File: src/rtl/busca_pkg.sv
// busca_pkg: shared state encoding, opcode constants and default sizing for the fetch stage.
package busca_pkg;
    typedef enum logic [1:0] {IDLE, FETCH, ISSUE, HALTED} state_t;
    localparam int ADDR_W_DEF = 5;
    localparam logic [7:0] HALT_OP_DEF = 8'h13;
    localparam logic [7:0] NOP_OP_DEF = 8'hFF;
endpackage

File: src/rtl/memoria_programa.sv
// memoria_programa: program memory with synchronous write and registered read, no reset.
module memoria_programa #(
    parameter int ADDR_W = 5
) (
    input  logic              clk,
    input  logic              we_i,
    input  logic [ADDR_W-1:0] waddr_i,
    input  logic [7:0]        wdata_i,
    input  logic              re_i,
    input  logic [ADDR_W-1:0] raddr_i,
    output logic [7:0]        rdata_o
);
    logic [7:0] mem_q [2**ADDR_W];

    always_ff @(posedge clk) begin
        if (we_i) mem_q[waddr_i] <= wdata_i;
        if (re_i) rdata_o <= mem_q[raddr_i];
    end
endmodule

File: src/rtl/unidade_busca.sv
// unidade_busca: instruction fetch stage with valid/ready issue, HALT and end-of-program stop.
// Define UNIDADE_BUSCA_WRAP_EN to loop back to address 0 after the last instruction instead of halting.
module unidade_busca
    import busca_pkg::*;
#(
    parameter int         ADDR_W  = ADDR_W_DEF,
    parameter logic [7:0] HALT_OP = HALT_OP_DEF,
    parameter logic [7:0] NOP_OP  = NOP_OP_DEF
) (
    input  logic              clk,
    input  logic              rst,
    input  logic              load_en,
    input  logic [ADDR_W-1:0] load_addr,
    input  logic [7:0]        load_data,
    input  logic [ADDR_W:0]   prog_len,
    input  logic              start,
    input  logic              instr_ready,
    output logic [7:0]        instr,
    output logic              instr_valid,
    output logic [ADDR_W-1:0] pc,
    output logic              busy,
    output logic              halted
);
`ifdef UNIDADE_BUSCA_WRAP_EN
    localparam bit WRAP = 1'b1;
`else
    localparam bit WRAP = 1'b0;
`endif
    localparam logic [ADDR_W:0] DEPTH = {1'b1, {ADDR_W{1'b0}}};

    state_t            state_q;
    logic [ADDR_W-1:0] pc_q;
    logic [ADDR_W:0]   len_q, len_d;
    logic              valid_q, busy_q, halted_q;
    logic              idle_like, go, last;
    logic [7:0]        word;

    always_comb begin
        idle_like = state_q == IDLE || state_q == HALTED;
        go = idle_like && start && prog_len != '0;
        len_d = prog_len > DEPTH ? DEPTH : prog_len;
        last = {1'b0, pc_q} == len_q - (ADDR_W+1)'(1);
    end

    // The memory's read register doubles as the instruction register; it only reloads in FETCH.
    memoria_programa #(.ADDR_W(ADDR_W)) u_mem (
        .clk     (clk),
        .we_i    (load_en && idle_like),
        .waddr_i (load_addr),
        .wdata_i (load_data),
        .re_i    (state_q == FETCH),
        .raddr_i (pc_q),
        .rdata_o (word)
    );

    always_ff @(posedge clk) begin
        if (rst) begin
            state_q  <= IDLE;
            pc_q     <= '0;
            len_q    <= '0;
            valid_q  <= 1'b0;
            busy_q   <= 1'b0;
            halted_q <= 1'b0;
        end else begin
            case (state_q)
                IDLE, HALTED: if (go) begin
                    state_q  <= FETCH;
                    pc_q     <= '0;
                    len_q    <= len_d;
                    busy_q   <= 1'b1;
                    halted_q <= 1'b0;
                end
                FETCH: begin
                    state_q <= ISSUE;
                    valid_q <= 1'b1;
                end
                ISSUE: if (instr_ready) begin
                    valid_q <= 1'b0;
                    if (word == HALT_OP || (last && !WRAP)) begin
                        state_q  <= HALTED;
                        busy_q   <= 1'b0;
                        halted_q <= 1'b1;
                    end else begin
                        state_q <= FETCH;
                        pc_q    <= last ? '0 : pc_q + ADDR_W'(1);
                    end
                end
                default: state_q <= IDLE;
            endcase
        end
    end

    assign instr       = valid_q ? word : NOP_OP;
    assign instr_valid = valid_q;
    assign pc          = pc_q;
    assign busy        = busy_q;
    assign halted      = halted_q;
endmodule

File: config.mk
export PLATFORM = sky130hd
export DESIGN_NAME = unidade_busca
export DESIGN_NICKNAME = d
export VERILOG_FILES = /design/src/rtl/busca_pkg.sv /design/src/rtl/memoria_programa.sv /design/src/rtl/unidade_busca.sv
export SDC_FILE = /design/constraint.sdc
export NUM_CORES = 1
export LEC_CHECK = 0
export ABC_CLOCK_PERIOD_IN_PS = 2730
export CORE_ASPECT_RATIO = 1.1
export CORE_UTILIZATION = 50
export CTS_BUF_LIST = sky130_fd_sc_hd__clkbuf_16
export DETAILED_ROUTE_END_ITERATION = 12
export GPL_ROUTABILITY_DRIVEN = 0
export HOLD_SLACK_MARGIN = 0.08
export MAX_ROUTING_LAYER = met4
export PLACE_DENSITY_LB_ADDON = 0.25
export SKIP_LAST_GASP = 1
export SYNTH_ARGS = -nofsm -noshare
export SYNTH_HDL_FRONTEND = slang
export SYNTH_HIERARCHICAL = 1
export SYNTH_SLANG_ARGS = --single-unit
File: constraint.sdc
create_clock -name clk -period 2.73 [get_ports clk]
set_clock_uncertainty 0.05 [all_clocks]
set_input_delay 0.546 -clock clk [delete_from_list [all_inputs] [get_ports clk]]
set_output_delay 0.546 -clock clk [all_outputs]
set_load 0.02 [all_outputs]
# --- After elaboration in Yosys (flattened, before gate mapping) ---
# Memories as Yosys holds them, arrays and structs flattened. A register that Yosys moved wholly into a read port is not among the register bits.
# Index checks and enable logic that the tools add are counted.
word_totals:
  ff_bits: 16
  latch_bits: 0
  ramBits: 256
  rom_bits: 0
  in_bits: 24
  out_inout_bits: 16
  wordCells: 57
  n_memories: 1
op_classes:
  addsub: 2
  multipliers: 0
  div_mod_pow: 0
  n_lt_le_gt_ge: 1
  n_eq_ne: 9
  shifts: 0
  mux: 23
  bitwise: 0
  n_reduce_logical: 15
memory_table:
  columns: ["name", "depth", "width", "rd", "rd_ports_with_merged_regs", "wr", "line", "rtl"]
  rows:
  - ["u_mem.mem_q", 32, 8, 1, 1, 1, "memoria_programa.sv:13", "logic [7:0] mem_q [2**ADDR_W];"]
ops:
  columns: ["op", "n"]
  rows:
  - ["$mux 5", 4]
  - ["$pmux 5 s2", 1]
  - ["$mux 1", 9]
  - ["$eq 8x5->1 const B", 1]
  - ["$mux 8", 1]
  - ["$ne 2x2->1 const B", 4]
  - ["$reduce_and 4->1", 2]
  - ["$eq 5x6->1", 1]
  - ["$gt 6x6->1 const B", 1]
  - ["$mux 2", 3]
  - ["$mux 6", 1]
  - ["$pmux 1 s2", 3]
  - ["$pmux 2 s3", 1]
  - ["$reduce_and 2->1", 3]
  - ["$reduce_bool 6->1", 1]
  - ["$sub 6x1->6 const B", 1]
  - ["$add 5x1->5 const B", 1]
  - ["$eq 2x2->1 const B", 2]
  - ["$reduce_bool 2->1", 2]
  - ["$logic_and 1x1->1", 3]
  - ["$eq 2x1->1 const B", 1]
  - ["$logic_not 2->1", 1]
  - ["$logic_or 1x1->1", 2]
  - ["$reduce_or 2->1", 1]

# --- Logic depth before layout (Yosys ltp) ---
# Gate-level depths: netlist (run 1).
depth:
  ltp_word: 6
  mapped_depth: 8
  depth_no_buf: 8

# --- Hierarchy ---
# The synthesis (run 1) kept the hierarchy.
modules_own_cells:
  columns: ["module", "instances", "cells_each", "area_each_um2", "seq_area_each_um2"]
  rows:
  - ["memoria_programa", 1, 417, 10133.5, 7927.6]
  - ["unidade_busca", 1, 123, 1058.5, 320.3]

# --- Worst setup path before layout (run 1) ---
# Ideal clock, no wire load.
synth_timing:
  path_kind: "register to register"
  from: "register state_q[0]"
  to: "memory u_mem.mem_q[0][0] (enable)"
  setup_ns: 0.370
  arrival_time_ns: 2.211
  t_required_ns: 2.310
  setup_slack_ns: 0.098
  path_stages_with_launch: 8
  n_path_buf: 2
  period_less_slack_ns: 2.632
  path_cell_list: "dfxtp_1 > inv_1 > ha_1 > clkbuf_1 > and2_1 > or3b_2 > clkbuf_1 > nor2_1"
synth_between:
  elab_chain_len: 5
  word_cells_on_any_way: 6
  classes_between: "eq/ne (1); mux (2); reduce/logical (3)"
synth_lines:
  columns: ["element", "line", "rtl"]
  rows:
  - ["from (decl)", "unidade_busca.sv:31", "state_t state_q;"]
  - ["from (signal assigned)", "unidade_busca.sv:58", "state_q <= IDLE;"]
  - ["from (signal assigned)", "unidade_busca.sv:67", "state_q <= FETCH;"]
  - ["from (signal assigned)", "unidade_busca.sv:74", "state_q <= ISSUE;"]
  - ["$eq 2x2->1 / $logic_not 2->1 (equally long branches)", "unidade_busca.sv:39", "idle_like = state_q == IDLE || state_q == HALTED;"]
  - ["$logic_or 1x1->1 (*)", "unidade_busca.sv:39", null]
  - ["$logic_and 1x1->1 (*)", "unidade_busca.sv:48", ".we_i (load_en && idle_like),"]
  - ["$mux 1 (*)", "memoria_programa.sv:16", "if (we_i) mem_q[waddr_i] <= wdata_i;"]
  - ["$mux 1 (not written as such) (*)", "memoria_programa.sv:16", null]
  - ["to (decl)", "memoria_programa.sv:13", null]
# Mark *: on every way between the ends. The rest lies on a longest branch, timed or not.

==> results of run 1 <==
[cells in the mapped netlist, drive strengths merged (2+ instances only)]
cell    count
nand4b      4
ha          5
buf        14
and3        2
and2        2
o32ai       3
nand2b     12
nor2       41
xnor2       4
clkbuf      9
nor3b       2
edfxtp    264
nor2b       6
nand2       9
or3b        3
nor3        2
a22o        4
mux4       80
a21oi      10
a221oi      2
inv         6
mux2        9
o21ai       2
nand3b      6
nand3       5
xor2        2
dfxtp      16
[power groups by stage]
| stage | Combinational (mW) | Clock [mW] | Sequential (mW) |
|---|---|---|---|
| floorplan | 0.248 | 0 | 4.88 |
| global placement | 0.468 | 0 | 4.88 |
| detailed placement | 0.489 | 0 | 4.89 |
| CTS | 0.491 | 3.68 | 4.80 |
| global route | 0.528 | 3.83 | 4.80 |
| finish | 0.487 | 3.62 | 4.80 |
[layer usage]
metal	part of all wire, %	vias up
met5	0	-
met4	1.6	0
met2	49	187
met1	44	2894
li1	-	2427
met3	5.5	32
[worst min-delay path, delay by kind of cell (launching register included)]
kind / cells / cell delay, ns
compound gates: 1 / 0.06
flops: 1 / 0.33
simple gates: 1 / 0.06
[cell type report]
| class | instances | area, um2 | area share (%) |
|---|---|---|---|
| sequential | 280 | 8253 | 62.76 |
| timing repair buffer | 90 | 848.3 | 6.451 |
| clock buffer | 27 | 675.6 | 5.138 |
| clock inverter | 17 | 177.7 | 1.351 |
| multi-input combinational | 231 | 2804 | 21.32 |
| tap | 295 | 369.1 | 2.807 |
| inverter | 6 | 22.52 | 0.1713 |
[kinds of logic after synthesis]
group | Yosys count
buffers and inverters | 29
multiplexers | 90
adder cells (fa/ha/maj) | 5
AO/OA/AOI/OAI | 31
flip-flops | 280
XOR/XNOR | 6
AND/OR/NAND/NOR | 99
[state kept, by name (all words and copies together), names as in the netlist]
signal	flops
instr_valid	1
u_mem/mem_q	256
u_mem/rdata_o	8
state_q	2
busy	1
halted	1
len_q	6
pc	5
[stage by stage]
step	cell area, um2	hold slack [ns]	total power [mW]
floorplan	11190	0.3998	5.132
global placement	12300	0.4194	5.348
detailed placement	12300	0.4432	5.376
CTS	13150	0.4537	8.967
global route	13150	0.4743	9.161
finish	13150	0.4542	8.899
[worst max-delay path by stage]
stage	depth (start not counted)	to	slack, ns	startpoint
after global routing	4	u_mem/rdata_o[7]$_DFFE_PP_	0.22	pc[0]$_SDFFE_PP0P_
after floorplan	7	u_mem/mem_q[0][0]$_DFFE_PP_	0.1	state_q[0]$_SDFFE_PP0P_
after CTS	4	u_mem/rdata_o[7]$_DFFE_PP_	0.27	pc[0]$_SDFFE_PP0P_
after global placement	7	pc[0]$_SDFFE_PP0P_	0.009	prog_len[0]
final	4	u_mem/rdata_o[7]$_DFFE_PP_	0.29	pc[0]$_SDFFE_PP0P_
after detailed placement	7	pc[0]$_SDFFE_PP0P_	-0.04	prog_len[0]
==> summary by stage, run 1 <==
Yosys
In the synthesized netlist the async set-or-reset flop fraction comes to 0%. The share of synthesized cell area in full adder, half adder and majority cells is 0.5590%. The synthesized design devotes to its leading area cell type 70.83% of total area. The post-synthesis instance area is ~11000 um2. The fraction of the mapped netlist area in simple logic gates is 4.695%. The flip-flop and latch count after synthesis is 280. The number of nets produced by synthesis is around 570. The library cell occupying the most area in the post-synthesis netlist is sky130_fd_sc_hd__edfxtp_1. In the post-synthesis netlist, the biggest area contributors are sky130_fd_sc_hd__edfxtp_1, sky130_fd_sc_hd__mux4_2, sky130_fd_sc_hd__dfxtp_1, sky130_fd_sc_hd__nor2_1, sky130_fd_sc_hd__mux2_2. The yosys synthesis warning count is 6. The distinct cell type count after synthesis is 47. Counting flops with a built-in enable in the synthesized netlist gives ~260.

Synthesis handed over a netlist of 540 instances. In the synthesized netlist, mux cells make up 17.09% of the area. The per-instance average area after synthesis is slightly above 20 um2. The most instantiated flip-flop cell in the synthesis netlist is sky130_fd_sc_hd__edfxtp_1.

Of the total synthesized cell area, the portion taken by XOR and XNOR cells is less than 1%. By area, the combinational part of the netlist is dominated by multiplexers. Sequential cells were found to cover 73.69% of the synthesized design area. The compound-gate portion of the synthesized area is 2.236%.

Run
The number of max-cap violations is 0.

Routing
The total length of routed wires is 22420 um. The post-detailed-route wirelength per cell is roughly 24 um. The routed layout has ~5500 vias. The number of nets with antenna violations after detailed routing is 0. The number of design rule violations left after detail routing is 0. For this run, the detailed router's first-pass iteration total came to 5. The first routing iteration left 487 violations. In the routed layout, each cell is associated on average with a via count of 5.856.

Worst setup path
For this design, the slowest cell found on the critical path is sky130_fd_sc_hd__mux4_2. The critical path's most frequent cell is sky130_fd_sc_hd__mux4_2. By startpoint and endpoint, the worst setup path is classified as flop to flop. The kind of cell adding the most delay to the critical path is multiplexers. The endpoint identified for the worst register-to-register timing path is u_mem/rdata_o[7]$_DFFE_PP_.

In this design, the stage delay of the slowest critical-path cell is 0.58 ns. The largest driver fanout on the critical path is 27. The kind of start point of the critical path is a flop.

The critical path arrival is 2.66 ns. STA classifies the critical path endpoint as a flop. Across all register-to-register paths, the minimum setup slack is 0.29 ns.

For the worst flop-to-flop path, the logic depth is 4. The critical path goes through buf_12 -> mux4_2 -> mux4_2 -> mux2_2. In this run the critical register-to-register path is launched from pc[0]$_SDFFE_PP0P_.

STA puts the critical path data required time at 2.95 ns. Together, buffers and inverters on the worst path number 1.

Timing
Setup repair after global routing left no endpoint under its margin. The smallest clock period supported by the final layout is computed as 2.443 ns. The highest clock rate is 0.4094 GHz. At the pin with the least slew margin, the transition time is 0.5438 ns. Setup violations remaining at the end of the flow were counted as 0. The final count of hold timing violations is 0. The max-slew headroom at the worst pin is 63.75%. The part of the cycle the worst path needs is around nine tenths.

After layout, the worst setup slack is 0.2871 ns. The final number of max-transition violations is 0. Summed over all failing endpoints, the final setup total negative slack is 0 ns.

Global route
The pin count of the biggest net entering global routing is 33. The number of antenna violations at the first check in global routing was 0. The layer flagged by global routing as most heavily used is met2. The total routing usage reported by global routing is 21.40%. For this run, global-route usage on met3 was measured as 2.865%. Global routing consumed, on the met2 layer, 33.19% of the routing resources. For this run, global-route usage on met1 was measured as 30.48%. The sum of overflow across all layers after global routing is 0. The number of global-route vias before repair was 5662. The first global-routing pass estimated 34570 um of wire.

Layout
The number of filler cells placed in the layout is 1532. In the layout the commonest cells are sky130_fd_sc_hd__edfxtp_1, sky130_fd_sc_hd__mux4_2, sky130_fd_sc_hd__buf_4. From synthesis to final layout, the design area changed by 17.50%. The most frequent standard cell in the layout excluding fill and tap cells is sky130_fd_sc_hd__edfxtp_1. The non-filler instance count after layout is 946. The share of cells above drive strength 1 is between 20 and 30%.

The net count reported at finish is 665. At the end of the flow the core is filled with cells to 59.67%. 0 antenna diodes ended up in the layout.

Power
Net switching is 20.02% of the power. For this design the static power due to leakage is between 4 and 5 nW. The switching component of the power is between 1.5 and 2 mW. The power per standard cell area is between 600 and 700 nW/um2. The share of total power in the clock network is 40.6%. The sequential group share of total power is 53.9%. Of the total power, combinational logic draws 5.5%. Internal power comes to 7.117 mW. The highest ir drop seen on vdd is 0.3728 mV.

Placed design
Input and output buffers added on the ports amount to 39. The number of placed instances, taps included, is 902. The half-perimeter wire length of the detailed placement result is 14550 um. The setup slack at placement is -0.04164 ns.

Floorplanning
The initial standard-cell utilization of the core is 50.79%. In this run the standard cell core region covers between 20000 and 25000 um2. The die width is 144.7 um. The die covers 22990 um2.

The chip height is roughly 160 um. The count of pins on the block boundary is 40. The initialized floorplan defines 57 standard-cell rows.

Clock tree
The clock transition at the register clock pins on the worst setup and hold paths after CTS is 0.06 ns. TritonCTS built the clock tree. The root buffer cell chosen for the clock tree is sky130_fd_sc_hd__clkbuf_16.

After clock tree synthesis, the flow added hold-fix buffers numbering 0. The clock latency on the worst-skew pair is 0.53 ns. CTS built an H-tree with a depth of 1. CTS saw 280 sinks. The maximum buffer depth of the clock tree is 3. The buffer count from post-CTS setup fixing is 0.

Post-CTS repair changed the size of 0 cells. In this run, CTS created clock tree buffers numbering 27.

Min path
The worst min-delay path endpoint is len_q[4]$_SDFFE_PP0P_. The worst hold-check path type is flop to flop. The origin of the worst min-delay path is len_q[4]$_SDFFE_PP0P_. Along the worst hold path, the cell count comes to 2.

Status
The run finished with clean final reports.
(Power assumes the default switching activity.)
==> run 2: changes to the inputs <==
--- a/config.mk
+++ b/config.mk
@@ -5,7 +5,6 @@
 export SDC_FILE = /design/constraint.sdc
 export NUM_CORES = 1
 export LEC_CHECK = 0
-export ABC_CLOCK_PERIOD_IN_PS = 2730
 export CORE_ASPECT_RATIO = 1.1
 export CORE_UTILIZATION = 50
 export CTS_BUF_LIST = sky130_fd_sc_hd__clkbuf_16
@@ -19,3 +18,4 @@
 export SYNTH_HDL_FRONTEND = slang
 export SYNTH_HIERARCHICAL = 1
 export SYNTH_SLANG_ARGS = --single-unit
+export TNS_END_PERCENT = 50
==> results of run 2 <==
The final DEF is identical to that of run 1; final timing and power are the same.
==> variant 1: new RTL, config.mk and constraints of run 2 <==
Re-encode `state_t` (4 states) as Gray code, 2 bits wide.
--- a/src/rtl/busca_pkg.sv
+++ b/src/rtl/busca_pkg.sv
@@ -1,5 +1,5 @@
 // busca_pkg: shared state encoding, opcode constants and default sizing for the fetch stage.
 package busca_pkg;
-    typedef enum logic [1:0] {IDLE, FETCH, ISSUE, HALTED} state_t;
+    typedef enum logic [1:0] {IDLE = 2'b00, FETCH = 2'b01, ISSUE = 2'b11, HALTED = 2'b10} state_t;
     localparam int ADDR_W_DEF = 5;
     localparam logic [7:0] HALT_OP_DEF = 8'h13;
Check against the original RTL: same outputs for any inputs over 10 cycles, from zero or initial values and one cycle with rst high; not proved beyond that.
==> variant 1 against run 2 <==
  * Die area shrank 0.85%
  * Final cell count fell by 0.53%
  * Total power decreased by 0.98%
  * Synthesized area down 0.86%
  * Non-clock buffer count up 8
  * Sequential cell count unchanged
  * Sequential share of layout area is 0.14 points higher
  * Via count fell by 0.63%
  * Worst setup slack lost 0.12 ns
  * Cell area fell by 0.22%
  * Register-to-register slack lost 0.08 ns
  * Fmax down 4.6%
  * Routed wire length grew 3.8%
  * Critical path type is now register to primary output
  * Critical path depth fell by 2
==> variant 1: results (changes against run 2) <==
Rel. slew slack -> 0.538 (was 0.637)
Syn_nets -> 555 (was 569)
Layout cells sized above 1 -> 0.306 (was 0.289)
Worst Reg-to-Reg Cells -> 4 (unchanged)
Post-synthesis adder-cell area fraction -> 0.00226 (was 0.00559)
Yosys cell types -> 47 (unchanged)
Maximum fanout along the worst path -> 16 (was 27)
I/O Buffers -> 39 (unchanged)
Async S/R FF share, synth -> 0 (unchanged)
Cts bufs inserted -> 27 (unchanged)
Slowest cell on the critical path -> clkdlybuf4s50_1 (was mux4_2)
Fin nets -> 656 (was 665)
Lkg Pwr -> 0.00411 uW (about the same)
Vias per inst -> 5.85 (was 5.86)
CTS max path bufs -> 3 (unchanged)
Status -> complete, no violations (unchanged)
Top post-synthesis cells by area -> edfxtp_1 (71%), mux4_2 (16%), dfxtp_1 (2.9%) (unchanged)
Setup Buffers After CTS -> 0 (unchanged)
Clock Pin Slew Worst Setup and Hold Paths -> 0.06 ns (about the same)
Initial antenna violation count -> 0 (unchanged)
Post-CTS Resized -> 0 (unchanged)
Wirelength per Cell -> 24.7 um (was 23.7 um)
Multiplexer area fraction after synthesis -> 0.171 (about the same)
DP Area -> 12200 um2 (was 12300 um2)
Max incr delay on CP -> 0.61 ns (was 0.58 ns)
Largest registers -> u_mem/mem_q x256, u_mem/rdata_o x8, len_q x6 (unchanged)
CP top delay family -> buffers and inverters (was multiplexers)
Ant. Diodes -> 0 (unchanged)
Post-Synth XOR/XNOR Area -> 0.00553 (was 0.00470)
Register area share after synthesis -> 0.743 (was 0.737)
Hold Path Stages -> 2 (unchanged)
Worst hold path class -> register to register (unchanged)
H-tree lvl count -> 1 (unchanged)
DRT iter0 DRCs -> 576 (was 487)
EDFF count, synth -> 264 (unchanged)
First-pass GRT wire length -> 35500 um (was 34600 um)
Gr usage total -> 0.225 (was 0.214)
Largest net degree at the start of global routing -> 41 (was 33)
Commonest cells in the netlist -> edfxtp_1 (264), mux4_2 (80), nor2_1 (46) (was edfxtp_1 (264), mux4_2 (80), nor2_1 (40))
Synth Area in Compound Gates -> 0.0167 (was 0.0224)
DP HPWL -> 15000 um (was 14500 um)
Drt pass-1 iters -> 5 (unchanged)
Clock Latency Late Sink -> 0.54 ns
VDD IR max -> 0.383 mV (was 0.373 mV)
Vias in the first global route -> 5787 (was 5662)
Root Driver -> clkbuf_16 (unchanged)
Reg-to-reg slack, setup -> 0.21 ns (was 0.29 ns)
Yosys Warn Count -> 6 (unchanged)
-- variant 1: cell count changes after synthesis, moves of 4 or more --
| cell | run 2 | this run |
|---|---|---|
| nand2_1 | 9 | 4 |
| nand2b_1 | 12 | 8 |
| nor2_1 | 40 | 46 |
| nor2b_1 | 6 | 2 |
| a22o_1 | 4 | 0 |
| nand4b_1 | 4 | 0 |
-- variant 1: kinds of logic after synthesis --
| family | count (synthesis) |
|---|---|
| DFF | 280 |
| adders and majority gates | 2 |
| buffers and inverters | 30 |
| AOI/OAI and AO/OA | 24 |
| muxes | 89 |
| and+or+nand+nor | 97 |
| xor gates and xnor gates | 7 |
-- variant 1: power by group --
part	internal [uW]	switching (uW)
logic	124	182
clock network	2190	1560
registers	4730	23.6
total	7040	1770
-- variant 1: routing by layer --
layer | vias to the layer above | wire, um | global-route usage
met1 | 2861 | 9670 | 0.301
met4 | 0 | 314 | 0.0517
li1 | 2398 | - | -
met3 | 26 | 1590 | 0.0333
met5 | - | 0 | -
met2 | 220 | 11700 | 0.367
-- variant 1: worst min-delay path, delay by kind of cell (launching register included) --
family / cells / cell delay [ns]
compound gates: 1 / 0.05
simple gates: 1 / 0.10
flops: 1 / 0.31
-- variant 1: worst paths after layout --
check | from | end
max | pc[0]$_SDFFE_PP0P_ | pc[0]
min | busy$_SDFFE_PP0P_ | busy$_SDFFE_PP0P_
max reg2reg | pc[0]$_SDFFE_PP0P_ | u_mem/rdata_o[7]$_DFFE_PP_
min reg2reg | busy$_SDFFE_PP0P_ | busy$_SDFFE_PP0P_
-- variant 1: per-stage QoR --
stage	hold slack (ns)	worst slack, ns	instances	util	total power, uW
CTS	0.468	0.129	941	0.610	8870
floorplan	0.431	0.241	529	-	4970
finish	0.461	0.168	941	0.610	8810
global route	0.478	0.0608	941	0.610	9050
global placement	0.455	0.0817	891	0.568	5140
detailed placement	0.459	0.0263	891	0.568	5160
-- variant 1: layout make-up --
cell class / instances / area (um2)
Timing Repair Buffer: 98 / 908
Inverter: 4 / 15.0
Clock inverter: 23 / 219
Sequential cell: 280 / 8250
Tap cell: 290 / 363
Clock buffer: 27 / 676
Fill cell: 1516 / 8390
Multi-Input combinational cell: 219 / 2690
==> variant 2: new RTL, flow settings as in run 2 <==
Without the edit above. `ADDR_W_DEF`: 5 -> 6.
--- a/src/rtl/busca_pkg.sv
+++ b/src/rtl/busca_pkg.sv
@@ -2,5 +2,5 @@
 package busca_pkg;
     typedef enum logic [1:0] {IDLE, FETCH, ISSUE, HALTED} state_t;
-    localparam int ADDR_W_DEF = 5;
+    localparam int ADDR_W_DEF = 6;
     localparam logic [7:0] HALT_OP_DEF = 8'h13;
     localparam logic [7:0] NOP_OP_DEF = 8'hFF;
Ports: changed (resized load_addr, pc and prog_len); port bits go from 40 to 43. The function was not compared with the original's and may differ.
==> variant 2 against run 2 <==
  * Cell area increased by 91%
  * Synthesized area is 92% higher
  * Clock power grew 85%
  * Count of clock-buffer cells in the layout increased by 26
  * Total power up 97%
  * Hold slack worse by 0.14 ns
  * Worst setup slack got worse by 0.21 ns
  * Sequential cell count grew 258
  * Routed wire length grew 110%
  * Largest power group unchanged
==> variant 2: results (changes against run 2) <==
Largest net degree at the start of global routing -> 65 (was 33)
Lkg Pwr -> 0.00791 uW (was 0.00411 uW)
EDFF count, synth -> 520 (was 264)
Commonest cells in the netlist -> edfxtp_1 (520), mux4_2 (126), nor2_1 (96) (was edfxtp_1 (264), mux4_2 (80), nor2_1 (40))
Gr usage total -> 0.235 (was 0.214)
DP HPWL -> 30800 um (was 14500 um)
Setup Buffers After CTS -> 3 (was 0)
Vias in the first global route -> 11.3k (was 5662)
Fillers -> 3161 (was 1532)
Wirelength per Cell -> 25.4 um (was 23.7 um)
DRT iter0 DRCs -> 1075 (was 487)
Min-delay src -> load_data[6] (was len_q[4]$_SDFFE_PP0P_)
First-pass GRT wire length -> 71700 um (was 34600 um)
Largest registers -> u_mem/mem_q x512, u_mem/rdata_o x8, len_q x7 (was u_mem/mem_q x256, u_mem/rdata_o x8, len_q x6)
Post-Synthesis Mean Instance Area -> 19.6 um2 (was 20.7 um2)
Vias -> 11.1k (was 5540)
I/O Buffers -> 42 (was 39)
Arrival @ worst endpoint -> 2.90 ns (was 2.66 ns)
Fin nets -> 1313 (was 665)
VDD IR max -> 0.464 mV (was 0.373 mV)
Reg-to-reg slack, setup -> 0.08 ns (was 0.29 ns)
Clock Latency Late Sink -> 0.58 ns (was 0.53 ns)
Status -> complete, no violations (unchanged)
CP top delay family -> buffers and inverters (was multiplexers)
Cell area power density -> 696 nW/um2 (was 677 nW/um2)
Switch share -> 0.217 (was 0.200)
variant 2: cell type report:
type,instances,area share
Clock inverter,38,0.00995
Timing Repair Buffer,190,0.0679
Tap cell,567,0.0282
Multi-Input combinational cell,493,0.204
Clock buffer,53,0.0527
Sequential cell,538,0.636
Inverter,8,0.00119
variant 2: per-layer routing:
layer | GRT usage | vias up | wire [um]
li1 | - | 4866 | -
met3 | 0.0310 | 67 | 3040
met4 | 0.0578 | 0 | 1000
met1 | 0.317 | 5765 | 19900
met5 | - | - | 0
met2 | 0.381 | 403 | 24000
variant 2: through the flow:
step / total power, uW / hold WS [ns] / setup TNS, ns
4_1_cts: 17600 / 0.303 / -0.108
5_1_grt: 18000 / 0.311 / 0
3_5_place_dp: 11000 / 0.426 / -0.0341
3_3_place_gp: 11000 / 0.422 / 0
6_report: 17500 / 0.318 / 0
2_1_floorplan: 10400 / 0.413 / 0
variant 2: worst paths after layout:
path         depth (start not counted)                      endpoint
min reg2reg                          2             busy$_SDFFE_PP0P_
min                                  1  u_mem/mem_q[49][6]$_DFFE_PP_
max                                  7    u_mem/rdata_o[7]$_DFFE_PP_
max reg2reg                          7    u_mem/rdata_o[7]$_DFFE_PP_
variant 2: power by group through the flow:
stage / logic, uW / clock network [uW] / registers (uW)
global placement: 1620 / 0 / 9360
CTS: 1640 / 6800 / 9180
finish: 1630 / 6680 / 9190
global route: 1730 / 7100 / 9190
detailed placement: 1640 / 0 / 9360
floorplan: 1040 / 0 / 9350
variant 2: kinds of logic (layout without fill, tap and decap cells):
logic type                 count (synthesis)  count (layout)  synth area share
DFF                                      538             538             0.743
and+or+nand+nor                          227             227            0.0516
muxes                                    162             162             0.150
AOI/OAI and AO/OA                         90              90            0.0309
adders and majority gates                  5               5           0.00291
buffers and inverters                     66             289            0.0179
xor gates and xnor gates                   9               9           0.00367
